### src/rtl/fifo_param.sv
// rtl/fifo_param.sv - parametrised per-lane FIFO with registered read, fill level and sticky error
module fifo_param #(
  parameter int DATA_WIDTH = 6,
  parameter int ADDR_WIDTH = 2
) (
  input  logic                  clk,
  input  logic                  reset,
  input  logic                  wr_enable,
  input  logic                  rd_enable,
  input  logic [DATA_WIDTH-1:0] data_in,
  input  logic [ADDR_WIDTH:0]   umbral_alto,
  input  logic [ADDR_WIDTH:0]   umbral_bajo,
  input  logic                  err_clear,
  output logic [DATA_WIDTH-1:0] data_out,
  output logic                  valid_out,
  output logic [ADDR_WIDTH:0]   fill_level,
  output logic                  full,
  output logic                  empty,
  output logic                  almost_full,
  output logic                  almost_empty,
  output logic                  error
);

  localparam int DEPTH = 2 ** ADDR_WIDTH;
  localparam logic [ADDR_WIDTH:0]   DEPTH_LVL = {1'b1, {ADDR_WIDTH{1'b0}}};
  localparam logic [ADDR_WIDTH:0]   LVL_ONE   = {{ADDR_WIDTH{1'b0}}, 1'b1};
  localparam logic [ADDR_WIDTH-1:0] PTR_ONE   = {{(ADDR_WIDTH-1){1'b0}}, 1'b1};

  logic [DATA_WIDTH-1:0] mem [DEPTH];
  logic [ADDR_WIDTH-1:0] wr_ptr;
  logic [ADDR_WIDTH-1:0] rd_ptr;
  logic                  rd_accept;
  logic                  wr_accept;
  logic                  overflow;
  logic                  underflow;

  // Status flags are pure functions of the level; thresholds are compared live
  assign full         = (fill_level == DEPTH_LVL);
  assign empty        = (fill_level == '0);
  assign almost_full  = (fill_level >= umbral_alto);
  assign almost_empty = (fill_level <= umbral_bajo);

  // A read frees a slot in the same cycle, so a full FIFO can still take a write alongside it.
  // A read on empty is never bypassed from the incoming write.
  assign rd_accept = rd_enable && !empty;
  assign wr_accept = wr_enable && (!full || rd_accept);
  assign overflow  = wr_enable && full && !rd_accept;
  assign underflow = rd_enable && empty;

  // Storage array: no reset, stale entries are unreachable because reads are gated by empty
  always_ff @(posedge clk) begin
    if (wr_accept) begin
      mem[wr_ptr] <= data_in;
    end
  end

  // Pointers wrap naturally at DEPTH because they are exactly ADDR_WIDTH bits wide
  always_ff @(posedge clk or posedge reset) begin
    if (reset) begin
      wr_ptr <= '0;
      rd_ptr <= '0;
    end else begin
      if (wr_accept) wr_ptr <= wr_ptr + PTR_ONE;
      if (rd_accept) rd_ptr <= rd_ptr + PTR_ONE;
    end
  end

  // Occupancy: accept rules keep it within 0..DEPTH, simultaneous push/pop cancels out
  always_ff @(posedge clk or posedge reset) begin
    if (reset) begin
      fill_level <= '0;
    end else begin
      case ({wr_accept, rd_accept})
        2'b10:   fill_level <= fill_level + LVL_ONE;
        2'b01:   fill_level <= fill_level - LVL_ONE;
        default: fill_level <= fill_level;
      endcase
    end
  end

  // Registered read port: data is zeroed whenever no word was popped
  always_ff @(posedge clk or posedge reset) begin
    if (reset) begin
      data_out  <= '0;
      valid_out <= 1'b0;
    end else if (rd_accept) begin
      data_out  <= mem[rd_ptr];
      valid_out <= 1'b1;
    end else begin
      data_out  <= '0;
      valid_out <= 1'b0;
    end
  end

  // Sticky error: a new violation takes priority over a coincident clear
  always_ff @(posedge clk or posedge reset) begin
    if (reset) begin
      error <= 1'b0;
    end else if (overflow || underflow) begin
      error <= 1'b1;
    end else if (err_clear) begin
      error <= 1'b0;
    end
  end

endmodule
### config.mk
export PLATFORM = sky130hd
export DESIGN_NAME = fifo_param
export DESIGN_NICKNAME = d
export VERILOG_FILES = /design/src/rtl/fifo_param.sv
export SDC_FILE = /design/constraint.sdc
export NUM_CORES = 1
export LEC_CHECK = 0
export CAP_MARGIN = 5
export CORE_MARGIN = 2
export CORE_UTILIZATION = 35
export CTS_BUF_LIST = sky130_fd_sc_hd__clkbuf_4 sky130_fd_sc_hd__clkbuf_8 sky130_fd_sc_hd__clkbuf_16
export CTS_CLUSTER_DIAMETER = 200
export DETAILED_ROUTE_END_ITERATION = 7
export SYNTH_ARGS = -nofsm -noshare
export SYNTH_HDL_FRONTEND = slang
export SYNTH_SLANG_ARGS = --single-unit
### constraint.sdc
create_clock -name clk -period 2.5 [get_ports clk]
set_input_delay 0.375 -clock clk [delete_from_list [all_inputs] [get_ports clk]]
set_output_delay 0.375 -clock clk [all_outputs]
set_load 0.05 [all_outputs]
Word level (Yosys, flattened, before mapping)
Memories as Yosys holds them, arrays and structs flattened.
Cells that the tools add are included.
Word-level totals
  input port bits: 17
  memories: 1
  RAM bits: 24
  register bits after elaboration: 15
  word-level logic and storage cells: 36
  output and inout bits: 15
Operators by class
  eq/ne operators: 3
  order comparisons: 2
  add/sub/neg operators: 4
  reductions and logical operators: 13
  muxes and demuxes: 7
Memories
  mem: depth 4, bits a word 6, rd ports 1, clocked after memory_dff 0, write ports 1, line 29  | logic [DATA_WIDTH-1:0] mem [DEPTH];
Operators by type and width (number)
  two-way mux 6 bit: 1
  one-hot mux 3 bit (2 select lines): 1
  logical AND 1 bit: 5
  two-way mux 1 bit: 5
  adder 2 x 1 -> 2 bit (second input constant): 2
  nonzero test 2 bit: 2
  adder 3 x 1 -> 3 bit (second input constant): 1
  == test 3 bit (second input constant): 1
  >= comparator 3 bit: 1
  <= comparator 3 bit: 1
  zero test 1 bit: 3
  zero test 3 bit: 1
  subtractor 3 x 1 -> 3 bit (second input constant): 1
  == test 2 x 1 -> 1 bit (second input constant): 1
  == test 2 bit (second input constant): 1
  logical OR 1 bit: 2

Longest topological paths before layout
Gate-level depths: netlist of the first run.
  word-level depth: 7
  mapped depth: 8
  mapped depth without buffers: 6

Least setup slack after synthesis of the first run
Ideal clock, no wire load.
  kind: register to output
  from: reg fill_level[1]
  to: out almost_empty
  path buffers: 0
  stages on the path, launching flop included: 5
  required time: 2.125 ns
  slack: -0.371 ns
  arrival: 2.496 ns
  cell sequence: dfrtp_1 ha_1 nor2b_1 o21a_1 o21ai_0
Between the ends
  word-level cells in the longest chain between the ends: 1
Ends and longest elaborated chain
  from (decl): line 16  | output logic [ADDR_WIDTH:0] fill_level,
  from (signal assigned): line 74  | 2'b10: fill_level <= fill_level + LVL_ONE;
  from (signal assigned): line 75  | 2'b01: fill_level <= fill_level - LVL_ONE;
  from (signal assigned): line 76  | default: fill_level <= fill_level;
  <= comparator 3 bit: line 41  | assign almost_empty = (fill_level <= umbral_bajo);
  to (decl): line 20  | output logic almost_empty,
Every way passes these cells.

Worst setup path in the final report of the first run
  from: reg fill_level[1]
  to: out full
Between the ends
  word-level cells in the longest chain between the ends: 1
Ends and longest elaborated chain
  == test 3 bit: line 38  | assign full = (fill_level == DEPTH_LVL);
  to (decl): line 17  | output logic full,
Every way passes these cells.

==> results of run 1 <==
==> worst register-to-register path, delay by kind of cell, from the launching register on <==
family / cells / cell delay (ns)
AOI/OAI and AO/OA: 4 / 0.82
adders and majority gates: 1 / 0.43
buffers and inverters: 1 / 0.18
DFF: 1 / 0.42
and+or+nand+nor: 1 / 0.09
==> area by class of cell <==
class | instances | area (sq um)
Inverter | 10 | 37.5
Clock buffer | 6 | 76.3
Sequential cell | 39 | 1100
Multi-Input combinational cell | 64 | 624
Tap cell | 70 | 87.6
Clock inverter | 2 | 60.1
Fill cell | 439 | 2710
Timing Repair Buffer | 35 | 350
==> per-layer routing <==
metal | wire length [microns] | up-vias
li1 | - | 496
met5 | 0 | -
met2 | 1570 | 19
met4 | 62 | 0
met3 | 123 | 8
met1 | 1360 | 509
==> logic make-up (layout without fill, tap and decap cells) <==
| group | Yosys count | in the layout | synth area share |
|---|---|---|---|
| AOI/OAI and AO/OA | 12 | 12 | 0.0536 |
| xor gates and xnor gates | 6 | 6 | 0.0292 |
| adders and majority gates | 11 | 11 | 0.0807 |
| buffers and inverters | 17 | 53 | 0.0431 |
| DFF | 39 | 39 | 0.610 |
| muxes | 8 | 8 | 0.0877 |
| and+or+nand+nor | 27 | 27 | 0.0960 |
==> placed cells by master (no fill, tap or decap), drive strengths merged <==
cell / instances
a21o: 2
a21oi: 1
and2: 10
and3: 1
buf: 6
bufinv: 2
clkbuf: 6
clkdlybuf4s50: 28
dfrtp: 15
dlymetal6s2s: 1
edfxtp: 24
fa: 1
ha: 10
inv: 10
mux2: 2
mux4: 6
nand2: 3
nand2b: 3
nand3: 3
nand3b: 1
nor2: 1
nor2b: 3
nor3: 1
nor4b: 1
o211ai: 1
o21a: 1
o21ai: 2
o21ba: 1
o31a: 1
o31ai: 1
o32ai: 2
xnor2: 3
xor2: 3
==> worst max path at each step <==
| stage | to | depth (start not counted) | slack (ns) | start |
|---|---|---|---|---|
| floorplan | almost_empty | 4 | 0.006 | fill_level[1] |
| global placement | fill_level[2] | 7 | 0.29 | rd_enable |
| detailed placement | fill_level[2] | 7 | 0.19 | rd_enable |
| CTS | empty | 2 | 0.006 | fill_level[1] |
| global route | full | 3 | 0.08 | fill_level[1] |
| finish | full | 3 | 0.16 | fill_level[1] |
==> synth_stat cells, types with 2 or more instances <==
cell type,n,area share
xor2_1,3,0.015
a21o_1,2,0.0083
nand3_1,3,0.0083
inv_1,10,0.021
o21ai_0,2,0.0056
buf_2,5,0.014
edfxtp_1,24,0.40
nor2b_1,3,0.010
mux4_2,6,0.075
nand2b_1,3,0.010
mux2_2,2,0.013
ha_1,10,0.070
xnor2_1,3,0.015
nand2_1,3,0.0063
and2_1,10,0.035
dfrtp_1,15,0.21
==> metrics by stage <==
stage,instances,setup WS (ns),util
6_report,226,0.158,0.463
3_3_place_gp,218,0.291,0.435
5_1_grt,226,0.0846,0.463
3_5_place_dp,218,0.186,0.435
2_1_floorplan,120,0.00626,-
4_1_cts,226,0.00581,0.462
==> state kept, by name (all words and copies together), names as in the netlist <==
name / count
mem: 24
data_out: 6
fill_level: 3
rd_ptr: 2
wr_ptr: 2
error: 1
valid_out: 1
==> power groups by stage <==
stage	clock network [mW]	registers (mW)	logic (mW)
after detailed placement	0	1.07	1.36
after floorplan	0	1.24	0.761
final	0.621	1.06	1.35
after CTS	0.635	1.06	1.37
after global placement	0	1.06	1.32
after global routing	0.660	1.08	1.45
==> what timing repair did <==
action | CTS | global route
gates resized for setup | 0 | 1
hold buffers | 0 | 0
endpoints found under the setup margin | 0 | 1
==> flow_summary_export.csv, run 1 <==
group,metric,value,unit
synth,synth_nets,148,
route,wl_per_cell,13.8,microns
critical_path,reg2reg_from,"fill_level[0]",
grt,grt_use_met1,0.140,
floorplanning,die_area,5730,sq um
synth,syn_avg_cell_area,15.0,sq um
timing,hold_viol_final,0,
synth,syn_area,1800,sq um
route,drt-pass1-iter-count,4,
pwr,p_leak,0.934,nW
grt,grt_max_degree,16,
synth,synthArstFlopShare,0.385,
route,drt_iter0_markers,50,
critical_path,arrival,1.97,ns
floorplanning,fp.dieH,75.7,microns
cts,numClockSinks,39,
pwr,switching_share,0.380,
pwr,vdd_drop_max,549,uV
critical_path,worstSetupPathType,"reg2out",
timing,setup_viol,0,
cts,post_cts_buffers,0,
timing,fmax,427,MHz
cts,cts_buffer_depth,2,
place,dpl.hpwl,2.25,mm
route,vias,1032,
critical_path,critPathBufInv,2,
cts,insertion_delay,0.29,ns
grt,first_global_vias,993,
layout,final_layout_size_suffix_gt1_frac,0.160,
critical_path,crit_required,2.12,ns
critical_path,max_stage_delay,0.80,ns
floorplanning,std_cell_rows,26,
route,via_per_inst,4.57,
place,placement.io_buffers,31,
route,drtAntennaViolNets,0,
job,maxCapViolations,0,
timing,rsz0062_at_grt,"no",
floorplanning,io_pins,32,
critical_path,cp_slowest_cell,"clkdlybuf4s50_1",
pwr,power.total,3.02,mW
synth,synth_edf_count,24,
place,postPlaceCellArea,2190,sq um
synth,synthFlopType,"edfxtp_1",
cts,cts_root_buf,"clkbuf_8",
layout,area_growth,29.7,%
floorplanning,initial_core_util,0.357,
layout,nets,183,
grt,grt_pass1_wl,4.73,mm
synth,ys_ff_latch,39,
route,drcViolationCount,0,
cts,cts_made_buffers,5,
grt,antenna_found_initial,0,
grt,overflow,0,
route,drt-total-wl,3.11,mm
layout,final_area,2330,sq um
timing,drv_slew,0,
critical_path,timing.reg2reg.setup_slack,0.49,ns
pwr,p_sw,1.15,mW
critical_path,crit_path_end_kind,"output pin",
layout,n_antenna_cell,0,
pwr,clkPwrFrac,0.206,
synth,yosysSeqAreaShare,0.610,
floorplanning,die_width,75.7,microns
synth,synthDistinctLibCells,32,
critical_path,critical_path.top_delay_family,"buffers and inverters",
timing,fin_skew,0.00597,ns
place,globalplace.congestion,0.850,
grt,track_usage,0.118,
critical_path,crit_chain,"inv_1 > and3_1 > clkdlybuf4s50_1",
floorplanning,core-area,5040,sq um
timing,worstMarginPinSlew,0.579,ns
synth,ys_warn_count,0,
synth,synth_cells,120,
worst_hold_path,hold_path.class,"in2async",
critical_path,critPathMaxFanout,10,
grt,use_met3,0.0317,
timing,final.period_utilization,0.937,
critical_path,reg2reg_depth,7,
cts,h-tree-depth,2,
timing,worst_hold_slack,0.446,ns
cts,cts_tree,"built",
status,status,"finished clean",
grt,grt-busiest-layer,"met2",
timing,period_minus_slack,2.34,ns
critical_path,start_kind,"flip-flop",
critical_path,r2r_end,"fill_level[1]",
pwr,seqPwrFrac,0.349,
pwr,p_per_area,1300,nW/um^2
pwr,pwr-share-comb,0.445,
timing,slew_headroom,0.613,
timing,setup_tns,0,ns
pwr,p_int,1.87,mW
grt,grt.met2_usage,0.194,
cts,clk_pin_slew_worst_paths,0.07,ns
No activity file was read; power rests on OpenSTA's default activity.
==> run 2, diff against run 1 <==
--- a/config.mk
+++ b/config.mk
@@ -11,6 +11,7 @@
 export CTS_BUF_LIST = sky130_fd_sc_hd__clkbuf_4 sky130_fd_sc_hd__clkbuf_8 sky130_fd_sc_hd__clkbuf_16
 export CTS_CLUSTER_DIAMETER = 200
 export DETAILED_ROUTE_END_ITERATION = 7
+export GPL_ROUTABILITY_DRIVEN = 0
 export SYNTH_ARGS = -nofsm -noshare
 export SYNTH_HDL_FRONTEND = slang
 export SYNTH_SLANG_ARGS = --single-unit
==> results of run 2 <==
The final DEF is identical to that of run 1; final timing and power are the same.
==> run 3, diff against run 2 <==
--- a/config.mk
+++ b/config.mk
@@ -6,12 +6,15 @@
 export NUM_CORES = 1
 export LEC_CHECK = 0
 export CAP_MARGIN = 5
+export CELL_PAD_IN_SITES_DETAIL_PLACEMENT = 2
+export CELL_PAD_IN_SITES_GLOBAL_PLACEMENT = 2
 export CORE_MARGIN = 2
 export CORE_UTILIZATION = 35
 export CTS_BUF_LIST = sky130_fd_sc_hd__clkbuf_4 sky130_fd_sc_hd__clkbuf_8 sky130_fd_sc_hd__clkbuf_16
 export CTS_CLUSTER_DIAMETER = 200
 export DETAILED_ROUTE_END_ITERATION = 7
 export GPL_ROUTABILITY_DRIVEN = 0
+export PLACE_DENSITY_LB_ADDON = 0.1
 export SYNTH_ARGS = -nofsm -noshare
 export SYNTH_HDL_FRONTEND = slang
 export SYNTH_SLANG_ARGS = --single-unit
==> run 3 against run 2 <==
Compared with the run above: sequential share of layout area rose by 1.0 points; largest cell class unchanged; clock power shrank 32%; fmax is 0.29% lower.
==> flow_summary_export.csv, run 3 (synthesis results as in run 1) <==
group,metric,value,unit
critical_path,reg2reg_from,"fill_level[1]",
cts,post_cts_buffers,0,
timing,hold_viol_final,0,
grt,grt_use_met1,0.195,
timing,fmax,426,MHz
critical_path,timing.reg2reg.setup_slack,0.55,ns
grt,grt-busiest-layer,"met2",
timing,setup_viol,0,
timing,setup_tns,0,ns
critical_path,crit_path_end_kind,"output pin",
layout,largest_reg_flops,24,
layout,final_layout_size_suffix_gt1_frac,0.167,
cts,cts_buffer_depth,2,
layout,nets,183,
grt,track_usage,0.151,
pwr,p_per_area,1250,nW/um^2
floorplanning,fp.dieH,75.7,microns
layout,area_growth,27.1,%
critical_path,cp_slowest_cell,"dfrtp_1",
critical_path,start_kind,"flip-flop",
layout,layout_commonest_cell,"clkdlybuf4s50_1",
cts,h-tree-depth,2,
route,wl_per_cell,17.3,microns
critical_path,r2r_end,"fill_level[1]",
timing,drv_slew,0,
place,dp.cells,218,
timing,period_minus_slack,2.35,ns
critical_path,reg2reg_depth,6,
grt,first_global_vias,1162,
timing,final.period_utilization,0.940,
timing,worstMarginPinSlew,0.681,ns
route,vias,1075,
route,drt_iter0_markers,37,
layout,nFillCells,508,
cts,insertion_delay,0.28,ns
layout,mostFrequentLayoutCells,"clkdlybuf4s50_1, edfxtp_1, dfrtp_1",
critical_path,critPathBufInv,2,
grt,use_met3,0.0450,
critical_path,max_stage_delay,0.52,ns
route,via_per_inst,4.76,
worst_hold_path,hold_path.class,"in2async",
floorplanning,die_width,75.7,microns
cts,numClockSinks,39,
grt,grt_max_degree,16,
floorplanning,io_pins,32,
layout,n_antenna_cell,0,
route,drtAntennaViolNets,0,
route,drcViolationCount,0,
grt,grt_pass1_wl,6.11,mm
status,status,"finished clean",
pwr,vdd_drop_max,544,uV
critical_path,critical_path.top_delay_family,"flip-flops",
floorplanning,die_area,5730,sq um
critical_path,arrival,1.97,ns
floorplanning,initial_core_util,0.357,
floorplanning,std_cell_rows,26,
job,maxCapViolations,0,
cts,cts_made_buffers,5,
critical_path,crit_required,2.12,ns
critical_path,critPathMaxFanout,8,
critical_path,crit_chain,"buf_4 > ha_1 > nor2b_1 > o21a_1 > o21ai_1 > buf_12",
grt,antenna_found_initial,0,
cts,clk_pin_slew_worst_paths,0.08,ns
route,drt-total-wl,3.92,mm
grt,grt.met2_usage,0.251,
timing,fin_skew,0.00416,ns
pwr,p_leak,0.909,nW
place,dpl.hpwl,2.84,mm
layout,top_register,"mem",
critical_path,worstSetupPathType,"reg2out",
layout,reg.largest.list,"mem (24), data_out (6), fill_level (3)",
timing,rsz0062_at_grt,"no",
route,drt-pass1-iter-count,4,
layout,final_cells,226,
timing,worst_hold_slack,0.488,ns
timing,slew_headroom,0.545,
cts,cts_tree,"built",
place,placement.io_buffers,31,
floorplanning,core-area,5040,sq um
cts,cts_root_buf,"clkbuf_8",
grt,overflow,0,
==> run 3: cell count changes in the layout (fill, tap and decap cells not counted), sizes merged <==
cell	change
bufinv	-2
clkinv	+1
clkinvlp	+1
==> run 3: area by class of cell <==
class | count | area, sq um | area share
clock buffers | 6 | 76.3 | 0.0334
clock inverters | 2 | 12.5 | 0.00547
inverters | 10 | 37.5 | 0.0164
multi-input cells | 64 | 624 | 0.273
flip-flops and latches | 39 | 1100 | 0.480
well taps | 70 | 87.6 | 0.0383
repair buffers | 35 | 350 | 0.153
==> run 3: worst max path at each step <==
stage / from / end / slack, ns / cells after the start
after floorplan: fill_level[1] / almost_empty / 0.006 / 4
after global placement: umbral_bajo[1] / almost_empty / 0.32 / 7
after detailed placement: rd_enable / fill_level[1] / 0.24 / 7
after CTS: fill_level[0] / almost_full / 0.05 / 6
after global routing: fill_level[1] / almost_empty / 0.07 / 6
final: fill_level[1] / almost_empty / 0.15 / 6
==> run 3: routing by layer <==
layer	part of all wire	wire length [microns]
met3	0.039	154
met2	0.51	2010
met5	0	0
met1	0.44	1730
met4	0.0069	27
==> run 3: through the flow <==
step | instance area [sq um] | util | total power, mW | worst slack, ns
floorplan | 1800 | - | 2.00 | 0.00626
global placement | 2190 | 0.435 | 2.41 | 0.319
detailed placement | 2190 | 0.435 | 2.48 | 0.237
CTS | 2280 | 0.453 | 2.91 | 0.0483
global route | 2290 | 0.453 | 3.05 | 0.0670
finish | 2290 | 0.453 | 2.85 | 0.151
==> run 3: report_power, final <==
group | internal [mW] | switching (mW)
Clock | 0.206 | 0.215
Combinational | 0.587 | 0.764
Sequential | 0.882 | 0.201
Total | 1.68 | 1.18
==> run 3: what timing repair did <==
| action | CTS | global route |
|---|---|---|
| hold buffers | 0 | 0 |
| gates resized for setup | 0 | 2 |
| endpoints found under the setup margin | 0 | 3 |
